**config.mk**
```make
export PLATFORM = sky130hd
export DESIGN_NAME = uart_pwm_cmd
export DESIGN_NICKNAME = d
export VERILOG_FILES = /design/src/rtl/uart_pwm_cmd_pkg.sv /design/src/rtl/uart_pwm_cmd_byte_timer.sv /design/src/rtl/uart_pwm_cmd.sv
export SDC_FILE = /design/constraint.sdc
export NUM_CORES = 1
export LEC_CHECK = 0
export CORE_MARGIN = 1.5
export CORE_UTILIZATION = 52
export CTS_CLUSTER_SIZE = 20
export DETAILED_ROUTE_END_ITERATION = 8
export PLACE_DENSITY_LB_ADDON = 0.12
export SYNTH_ARGS = -nofsm -noshare
export SYNTH_HDL_FRONTEND = slang
export SYNTH_SLANG_ARGS = --single-unit
```
**constraint.sdc**
```tcl
create_clock -name clk -period 2.8 [get_ports clk]
set_clock_uncertainty 0.1 [all_clocks]
set_input_delay 0.28 -clock clk [delete_from_list [all_inputs] [get_ports clk]]
set_output_delay 0.28 -clock clk [all_outputs]
set_load 0.01 [all_outputs]
```
**src/rtl/uart_pwm_cmd_pkg.sv**
```systemverilog
// Shared constants, FSM state encoding and frame checksum for the UART PWM
// command decoder.
package uart_pwm_cmd_pkg;

  localparam logic [7:0] SYNC_BYTE = 8'hA5;
  localparam logic [7:0] ACK_BYTE  = 8'h5A;
  localparam logic [7:0] NAK_BYTE  = 8'hEE;

  typedef enum logic [2:0] {
    ST_IDLE = 3'd0,
    ST_CH   = 3'd1,
    ST_HI   = 3'd2,
    ST_LO   = 3'd3,
    ST_CHK  = 3'd4
  } state_t;

  function automatic logic [7:0] frame_chk(input logic [7:0] ch,
                                           input logic [7:0] hi,
                                           input logic [7:0] lo);
    return ch ^ hi ^ lo;
  endfunction

endpackage

```
**src/rtl/uart_pwm_cmd_byte_timer.sv**
```systemverilog
// Inter-byte gap timer: reloads on every received byte, holds expire high
// once the full gap has elapsed without a reload.
module byte_timer #(
  parameter int unsigned CYCLES = 1000
) (
  input  logic clk,
  input  logic rst,
  input  logic reload,
  output logic expire
);

  localparam int unsigned     CW   = (CYCLES > 32'd1) ? $clog2(CYCLES) : 1;
  localparam logic [CW-1:0]   LOAD = CW'(CYCLES - 32'd1);

  logic [CW-1:0] cnt;

  // Down-counter that parks at zero until the next reload.
  always_ff @(posedge clk) begin
    if (rst || reload) begin
      cnt <= LOAD;
    end else if (cnt != '0) begin
      cnt <= cnt - CW'(1);
    end else begin
      cnt <= cnt;
    end
  end

  assign expire = (cnt == '0);

endmodule

```
**src/rtl/uart_pwm_cmd.sv**
```systemverilog
// UART command decoder: parses A5/ch/hi/lo/chk frames into clamped PWM duty
// words, counts rejected frames and queues a single-entry ACK/NAK response.
module uart_pwm_cmd
  import uart_pwm_cmd_pkg::*;
#(
  parameter int unsigned       clk_freq   = 50000000,
  parameter int unsigned       NUM_CH     = 4,
  parameter int unsigned       DUTY_W     = 16,
  parameter logic [DUTY_W-1:0] DUTY_MAX   = 16'd50000,
  parameter int unsigned       TIMEOUT_US = 1000
) (
  input  logic                     clk,
  input  logic                     rst,
  input  logic [7:0]               rx_data,
  input  logic                     rx_avail,
  input  logic                     tx_busy,
  output logic [7:0]               tx_data,
  output logic                     tx_wr,
  output logic [NUM_CH*DUTY_W-1:0] duty,
  output logic [NUM_CH-1:0]        duty_upd,
  output logic [7:0]               err_cnt
);

  // 64-bit arithmetic: TIMEOUT_US * clk_freq overflows 32 bits at typical rates.
  localparam longint unsigned TO_RAW = (64'(TIMEOUT_US) * 64'(clk_freq)) / 64'd1000000;
  localparam int unsigned     TO_CYC = (TO_RAW == 64'd0) ? 32'd1 : 32'(TO_RAW);

  state_t            state, state_nx;
  logic [7:0]        ch_b, hi_b, lo_b;
  logic              expire, accept, reject, tmo, chk_ok, ch_ok;
  logic [DUTY_W-1:0] raw, clamped;
  logic              pend;
  logic [7:0]        pend_byte, sent_byte;

  byte_timer #(.CYCLES(TO_CYC)) u_timer (
    .clk    (clk),
    .rst    (rst),
    .reload (rx_avail),
    .expire (expire)
  );

  // Frame FSM state register.
  always_ff @(posedge clk) begin
    if (rst) state <= ST_IDLE;
    else     state <= state_nx;
  end

  // Next state and frame verdict; a byte in the same cycle as expiry wins.
  always_comb begin
    state_nx = state;
    accept   = 1'b0;
    reject   = 1'b0;
    tmo      = 1'b0;
    chk_ok   = (rx_data == frame_chk(ch_b, hi_b, lo_b));
    ch_ok    = (32'(ch_b) < NUM_CH);
    if (rx_avail) begin
      case (state)
        ST_IDLE: begin
          if (rx_data == SYNC_BYTE) state_nx = ST_CH;
          else                      state_nx = ST_IDLE;
        end
        ST_CH:   state_nx = ST_HI;
        ST_HI:   state_nx = ST_LO;
        ST_LO:   state_nx = ST_CHK;
        ST_CHK: begin
          state_nx = ST_IDLE;
          accept   = chk_ok && ch_ok;
          reject   = !(chk_ok && ch_ok);
        end
        default: state_nx = ST_IDLE;
      endcase
    end else if (expire && (state != ST_IDLE)) begin
      state_nx = ST_IDLE;
      tmo      = 1'b1;
    end else begin
      state_nx = state;
    end
  end

  // Capture frame fields as they arrive.
  always_ff @(posedge clk) begin
    if (rst) begin
      ch_b <= 8'd0;
      hi_b <= 8'd0;
      lo_b <= 8'd0;
    end else if (rx_avail) begin
      case (state)
        ST_CH:   ch_b <= rx_data;
        ST_HI:   hi_b <= rx_data;
        ST_LO:   lo_b <= rx_data;
        default: ;
      endcase
    end
  end

  // Truncate to the duty width, then saturate at the ceiling.
  always_comb begin
    raw = DUTY_W'({hi_b, lo_b});
    if (raw > DUTY_MAX) clamped = DUTY_MAX;
    else                clamped = raw;
  end

  // Duty words and their one-cycle update strobes.
  always_ff @(posedge clk) begin
    if (rst) begin
      duty     <= '0;
      duty_upd <= '0;
    end else begin
      for (int i = 0; i < NUM_CH; i++) begin
        duty_upd[i] <= accept && (ch_b == 8'(i));
        if (accept && (ch_b == 8'(i))) duty[i*DUTY_W +: DUTY_W] <= clamped;
      end
    end
  end

  // Saturating reject counter (bad frames and timeouts).
  always_ff @(posedge clk) begin
    if (rst) begin
      err_cnt <= 8'd0;
    end else if ((reject || tmo) && (err_cnt != 8'hFF)) begin
      err_cnt <= err_cnt + 8'd1;
    end
  end

  // Strobe is qualified by the live tx_busy so it never fires into a busy transmitter.
  assign tx_wr   = pend && !tx_busy && !rst;
  assign tx_data = tx_wr ? pend_byte : sent_byte;

  // Single-entry response slot; a newer verdict overwrites an unsent one.
  always_ff @(posedge clk) begin
    if (rst) begin
      pend      <= 1'b0;
      pend_byte <= 8'd0;
      sent_byte <= 8'd0;
    end else begin
      if (tx_wr) begin
        pend      <= 1'b0;
        sent_byte <= pend_byte;
      end
      if (accept || reject) begin
        pend      <= 1'b1;
        pend_byte <= accept ? ACK_BYTE : NAK_BYTE;
      end
    end
  end

endmodule

```
==> results.toml <==
[run_status]
outcome = "complete, no violations"

[grt]
use_met1_pct = 31.8
first_global_vias = 4308
grt_start_max_net_pins = 77
grtUsageMet2_pct = 38.6
busiest_layer = "met2"
grt.overflow.total = 0
gr-usage-met3_pct = 5.26
grt_use_total_pct = 24.0
grt_pass1_wl_um = 21000
antenna_found_initial = 0

[sta]
rsz0062_at_grt = "no"
period_share_pct = 94.0
fin_crit_ns = 2.63
slew_headroom_pct = 54.0
max_freq_ghz = 0.380
fin_tns_setup_ns = 0
drv_slew = 0
tightest_slew_ns = 0.690
finalHoldViolCount = 0
finalSetupViolCount = 0

[clocking]
cts-hold-fix-buffers = 0
cts_buffers = 17
h-tree-depth = 4
cts-root-buf = "clkbuf_8"
clk_latency_ns = 0.53
cts_num_sinks = 131
post-cts-setup-buffers = 0
clk_path_buf_depth = 2
path_clk_slew_ns = 0.06
postCtsResizedCells = 0
cts_tree = "built"

[critical_path]
crit_path_max_incr_delay_ns = 0.58
cp_cell_sequence = "nor4_4, nand2_4, or4_4, a21o_1, or4_1, a21oi_1"
cp_slowest_cell = "or4_4"
arrival_ns = 2.98
end_kind = "flip-flop"
crit_path_start_kind = "flip-flop"
required_ns = 3.15
critPathMaxFanout = 12
worstSetupPathType = "reg -> reg"

[floorplan]
dieArea_um2 = 10900
core-area_um2 = 9860
num_rows = 36
die_h_um = 104
initial_core_util_pct = 54.2
io_pins = 97
die_w_um = 104

[logic_synthesis]
synth_seq_cells = 131
synthCells = 590
synth_warnings = 0
syn_area_per_cell_um2 = 9.06
synth_top_area_cell = "dfxtp_1"
synth_area_leaders = "dfxtp_1 (49%), mux2i_1 (7.5%), nand2_1 (5.2%), nor2_1 (4.4%), xnor2_1 (4.1%)"
ys_types = 49
netlist_area_um2 = 5350
yosysSeqAreaShare_pct = 49.1
synth.most_common_cell = "dfxtp_1"
synth_top_area_share_pct = 49.1
synth_ff_type = "dfxtp_1"
async_flop_share_pct = 0
synth_nets = 605
synth-edff-count = 0
synth_top_cells_by_count = "dfxtp_1 (131), nand2_1 (74), nor2_1 (62)"

[flow_run]
cap_violations = 0

[route]
drt-total-wl_um = 12700
vias_per_cell = 5.44
ant_nets = 0
route.vias.total = 4533
detail_route.wl_per_cell_um = 15.2
first_pass_iters = 4
drt_iter0_drc = 274
remaining_drc_errors = 0

[final_layout]
area_growth_pct = 31.5
drive_gt1_share_pct = 8.56
fin_nets = 703
postLayoutCoreUtil_pct = 71.2
num_antenna_cells = 0

[power_and_ir_drop]
power.density_nw_per_um2 = 581
leakagePower_nw = 2.79
ir_drop_mv = 0.485

[placed_design]
hpwl_um = 8730
portBuffers = 96
place_congestion = 0.857

[worst_hold_path]
holdCritPathClass = "in -> reg"
==> registers in the layout, summed over array words and instances (netlist names) <==
signal	count
duty	64
lo_b	8
sent_byte	8
duty_upd	4
u_timer.cnt	16
pend	1
hi_b	8
pend_byte	3
state	3
ch_b	8
err_cnt	8
==> placed cells by master, fill, tap and decap left out, types with 15 or more instances in the layout <==
master	n
nor2_1	62
buf_4	16
dfxtp_1	131
nand2_1	74
mux2i_1	40
xnor2_1	25
o21ai_1	18
clkdlybuf4s50_1	95
nand3b_1	25
clkbuf_16	16
a21oi_1	38
o21ai_0	15
==> area by class of cell <==
type                       instances  area, um^2
fill                             752        2840
sequential                       131        2620
multi-input combinational        419        2560
timing repair buffer             111        1070
clock buffer                      17         414
tap                              133         166
clock inverter                    15         160
inverter                           8        30.0
==> power by group <==
part	internal, W	switching (W)	total, W
sequential	0.00187	0.00000139	0.00187
clock	0.00127	0.000846	0.00212
combinational	0.0000408	0.0000593	0.000100
total	0.00318	0.000907	0.00408
==> layer usage <==
layer	vias up	wire [um]
met3	23	607
met1	2128	5780
li1	2242	-
met5	-	0
met2	140	6120
met4	0	188
==> logic make-up (layout without fill, tap and decap cells) <==
kind of cell	after synthesis	in the layout	synth area share (%)
buffers and inverters	40	151	2.97
multiplexers	41	41	7.70
AO/OA/AOI/OAI	94	94	10.0
XOR/XNOR	31	31	5.08
flip-flops	131	131	49.1
AND/OR/NAND/NOR	250	250	24.4
adder cells (fa/ha/maj)	3	3	0.702
==> worst max-delay path, delay by kind of cell (launching register included) <==
| kind | cells | cell delay [ns] |
|---|---|---|
| AO/OA/AOI/OAI | 2 | 0.46 |
| flip-flops | 1 | 0.37 |
| AND/OR/NAND/NOR | 4 | 1.61 |
==> metrics by stage <==
step           hold WS, ns  total power (W)  area, um^2  worst slack, ns  instances
2_1_floorplan        0.316          0.00196        5350            0.322        590
3_3_place_gp         0.345          0.00201        6450            0.282        802
3_5_place_dp         0.352          0.00201        6450            0.196        802
4_1_cts              0.227          0.00411        7030            0.170        834
5_1_grt              0.273          0.00420        7030           0.0160        834
6_report             0.245          0.00408        7030            0.167        834
==> worst paths after layout <==
check,from,end,slack [ns],cells after the start
max,u_timer.cnt[4]$_SDFFE_PP0N_,err_cnt[3]$_SDFFE_PP0P_,0.17,6
min,tx_busy,pend$_SDFFE_PP0P_,0.24,3
min reg2reg,pend_byte[6]$_SDFFE_PP0P_,pend_byte[6]$_SDFFE_PP0P_,0.37,2
max reg2reg,u_timer.cnt[4]$_SDFFE_PP0N_,err_cnt[3]$_SDFFE_PP0P_,0.17,6
(Power assumes the default switching activity.)
==> variant 1, RTL diff (same settings) <==
Encoding of `state_t`: now one-hot (5 bits for 5 states).
--- a/src/rtl/uart_pwm_cmd_pkg.sv
+++ b/src/rtl/uart_pwm_cmd_pkg.sv
@@ -8,8 +8,8 @@
 
-  typedef enum logic [2:0] {
-    ST_IDLE = 3'd0,
-    ST_CH   = 3'd1,
-    ST_HI   = 3'd2,
-    ST_LO   = 3'd3,
-    ST_CHK  = 3'd4
+  typedef enum logic [4:0] {
+    ST_IDLE = 5'b00001,
+    ST_CH   = 5'b00010,
+    ST_HI   = 5'b00100,
+    ST_LO   = 5'b01000,
+    ST_CHK  = 5'b10000
   } state_t;
Behaviour: same outputs for any inputs over 4 cycles, from zero or initial values and one cycle with rst high; so few cycles prove little.
==> variant 1 against the original RTL <==
Worst setup slack better by 0.10 ns; sequential cell count up 2; core utilization up 0.053 points; cell area up 6.1%; power up 7.0%; via count down 3.9%; routed wire length up 2.6%; area after synthesis up 6.3%; critical endpoint is now duty[1].
==> variant 1: results <==
group,metric,value,unit
placed_design,dp_slack,-0.0666,ns
global_routing,grt_max_degree,66,
setup_path,cp_max_fo,20,
drt,via_per_inst,5.28,
logic_synthesis,synth_fa_ha_area_frac,0.00661,
global_routing,grt_pass1_vias,4255,
logic_synthesis,syn-num-nets,580,
drt,ant_nets,0,
logic_synthesis,seq_area_frac_synth,0.469,
logic_synthesis,synth_cells,565,
setup_path,crit_path_end,"duty[1]",
final_layout,drive_gt1_frac,0.156,
final_layout,stdcell_count,824,
drt,drt_iter0_markers,249,
timing,tightest_slew,0.741,ns
pwr,netSwitchingPower,0.000883,W
placed_design,io_buffers,96,
logic_synthesis,yosys.area_share.xor_xnor,0.0555,
logic_synthesis,yosysUniqueCellTypes,53,
drt,drc,0,
logic_synthesis,yosys-top-cells-count,"133 x dfxtp_1, 105 x nor2_1, 74 x mux2i_1, 26 x nand2_1, 22 x xnor2_1",
logic_synthesis,muxShareOfSynthArea,0.136,
setup_path,r2r_cells,8,
placed_design,finalWeightedCongestion,0.800,
logic_synthesis,synth_area_leaders,"dfxtp_1 47%, mux2i_1 13%, nor2_1 6.9%",
placed_design,dpl.hpwl,8860,um
drt,first_pass_iters,5,
logic_synthesis,synth_compound_area_frac,0.0716,
clocking,numCtsBuffers,17,
timing,setup_ws,0.272,ns
status,status,"finished, final reports clean",
hold_path,hold_start,"rst",
setup_path,r2r-start,"lo_b[5]",
setup_path,max_stage_delay,0.49,ns
setup_path,ff2ff_setup_slack,0.27,ns
global_routing,grt_pass1_wl,21400,um
global_routing,gr-usage-all-layers,0.240,
clocking,cts-root-buf,"clkbuf_8",
setup_path,slowest_stage,"or3_4",
hold_path,holdPathEnd,"err_cnt[3]",
final_layout,layout.nets,690,
drt,routed_wl,13000,um
pwr,p_leak,2.85,nW
[variant 1: changes by cell type in the layout (fill, tap and decap cells not counted), sizes merged, moves of 8 or more]
cell / delta
nand3b: -23
mux2i: +34
buf: +9
nor2: +55
o21ai: -27
nand2: -49
a21oi: -29
a211oi: +14
xor2: +8
[variant 1: power by group through the flow]
stage / Combinational [W] / Sequential, W / Clock [W]
floorplan: 0.0000493 / 0.00194 / 0
global placement: 0.0000939 / 0.00194 / 0
detailed placement: 0.0000956 / 0.00194 / 0
CTS: 0.0000966 / 0.00190 / 0.00241
global route: 0.000105 / 0.00189 / 0.00250
finish: 0.0000967 / 0.00190 / 0.00238
[variant 1: area by class of cell]
| cell class | count | area (um^2) |
|---|---|---|
| repair buffers | 120 | 1190 |
| clock buffers | 19 | 432 |
| multi-input cells | 396 | 2780 |
| inverters | 7 | 26.3 |
| clock inverters | 13 | 205 |
| flip-flops and latches | 133 | 2660 |
| well taps | 136 | 170 |
| fillers | 809 | 3000 |
[variant 1: metrics by stage]
stage,hold slack (ns),utilization,TNS (ns),instance area (um^2)
6_report,0.281,0.713,0,7460
2_1_floorplan,0.324,-,0,5680
3_5_place_dp,0.354,0.652,-1.93,6820
3_3_place_gp,0.343,0.652,-0.992,6820
4_1_cts,0.268,0.713,0,7460
5_1_grt,0.279,0.713,0,7460
[variant 1: routing by layer]
metal / wire length, um / global-route usage / part of all wire
met5: 0 / 0 / 0
met4: 178 / 0.0724 / 0.014
met2: 6260 / 0.387 / 0.48
met1: 5980 / 0.310 / 0.46
met3: 613 / 0.0702 / 0.047
[variant 1: worst max-delay path, delay by kind of cell, from the launching register on]
family / cells / cell delay (ns)
and+or+nand+nor: 4 / 1.02
xor gates and xnor gates: 2 / 0.34
DFF: 1 / 0.45
buffers and inverters: 1 / 0.22
muxes: 1 / 0.25
==> variant 2, RTL diff (same flow settings) <==
Without the edit above. The parameter `clk_freq` goes from 50000000 to 200000000.
--- a/src/rtl/uart_pwm_cmd.sv
+++ b/src/rtl/uart_pwm_cmd.sv
@@ -5,3 +5,3 @@
 #(
-  parameter int unsigned       clk_freq   = 50000000,
+  parameter int unsigned       clk_freq   = 200000000,
   parameter int unsigned       NUM_CH     = 4,
Check against the original RTL: same outputs for any inputs over 4 cycles, from zero or initial values and one cycle with rst high; that may be too few to reach the edited logic, so the function may still have changed.
==> variant 2 against the original RTL <==
Area after synthesis grew 8.1%; die area grew 7.9%; sequential share of layout area shrank 1.8 points; routed wire length grew 0.13%; via count grew 0.82%; cell area grew 6.7%; worst setup slack gained 0.16 ns; sequential cell count grew 2; first-iteration DRC count shrank 17%; power shrank 0.19%; largest power group unchanged.
==> variant 2: results <==
group,metric,value,unit
drt,via_count,4570,
global_routing,use_met3,0.0494,
global_routing,grt_pass1_vias,4403,
logic_synthesis,syn-num-nets,627,
final_layout,n_fill_cell,872,
drt,routed_wl,12700,um
global_routing,use_met2,0.375,
setup_path,cp_max_fo,9,
final_layout,drive_gt1_frac,0.0880,
logic_synthesis,synth_cells,613,
timing,max_freq,405,MHz
logic_synthesis,synthArstFlopShare,0,
global_routing,grt_pass1_wl,20900,um
logic_synthesis,seq_area_frac_synth,0.461,
drt,wl_met3,636,um
global_routing,grt_max_degree,63,
logic_synthesis,synth_area_leaders,"dfxtp_1 46%, mux2i_1 11%, nand2b_1 7.5%",
clocking,numCtsBuffers,17,
placed_design,dpl.cell_count,838,
placed_design,dp_slack,0.0765,ns
final_layout,layout.nets,732,
placed_design,finalWeightedCongestion,0.852,
placed_design,dpl.hpwl,9100,um
logic_synthesis,yosysUniqueCellTypes,46,
global_routing,gr-usage-all-layers,0.227,
final_layout,largest_registers,"duty x64, u_timer.cnt x18",
drt,drt_iter0_markers,227,
setup_path,critical-path-top-delay-family,"buffers and inverters",
drt,wire_per_inst,14.7,um
setup_path,slowest_stage,"dlygate4sd3_1",
logic_synthesis,yosys-top-cells-count,"133 x dfxtp_1, 84 x nand2_1, 69 x nand2b_1, 65 x mux2i_1, 33 x a21oi_1",
pwr,p_leak,3.07,nW
clocking,cts_setup_buffers,0,
drt,wl_met2,6030,um
pwr,worst_ir_drop_vdd,0.422,mV
setup_path,cp.arrival,2.09,ns
clocking,clk-insertion-delay-late,0.51,ns
global_routing,globalRouteMet1Util,0.295,
timing,tightest_slew,1.08,ns
status,status,"finished, final reports clean",
clocking,cts_hold_buf,1,
drt,met1_length,5920,um
setup_path,ff2ff_setup_slack,0.36,ns
setup_path,max_stage_delay,0.54,ns
==> variant 2: stage by stage <==
| stage | util | area [um^2] | hold slack, ns | total power (W) |
|---|---|---|---|---|
| floorplan | - | 5780 | 0.309 | 0.00200 |
| CTS | 0.691 | 7500 | 0.313 | 0.00411 |
| finish | 0.691 | 7500 | 0.329 | 0.00408 |
| global placement | 0.639 | 6930 | 0.347 | 0.00205 |
| global route | 0.691 | 7500 | 0.336 | 0.00420 |
| detailed placement | 0.639 | 6930 | 0.366 | 0.00205 |
==> variant 2: cells by family after synthesis <==
kind of cell,share of synthesized area
fa+ha+maj,0.00433
buf+inv,0.0375
compound gates,0.0777
xor+xnor,0.0591
flops,0.461
mux,0.113
simple gates,0.248
==> variant 2: final cells by class <==
class                      instances  area [um^2]  share of cell area
timing repair buffer             118         1180               0.157
tap                              140          175              0.0234
inverter                           7         26.3             0.00351
clock buffer                      25          514              0.0686
multi-input combinational        441         2900               0.387
clock inverter                     3         42.5             0.00568
sequential                       133         2660               0.355
==> variant 2: path summary, 6_finish.rpt <==
path	start	to	cells after the start
max	rst	tx_data[4]	8
max reg2reg	u_timer.cnt[6]	err_cnt[4]	5
min reg2reg	duty[54]	duty[54]	2
min	tx_busy	pend	3
==> variant 2: report_power, final <==
| group | total, W | leakage (nW) | switching [W] | internal [W] |
|---|---|---|---|---|
| Combinational | 0.000114 | 1.72 | 0.0000604 | 0.0000534 |
| Sequential | 0.00190 | 1.07 | 0.00000219 | 0.00190 |
| Clock | 0.00207 | 0.274 | 0.000744 | 0.00132 |
| Total | 0.00408 | 3.07 | 0.000806 | 0.00327 |
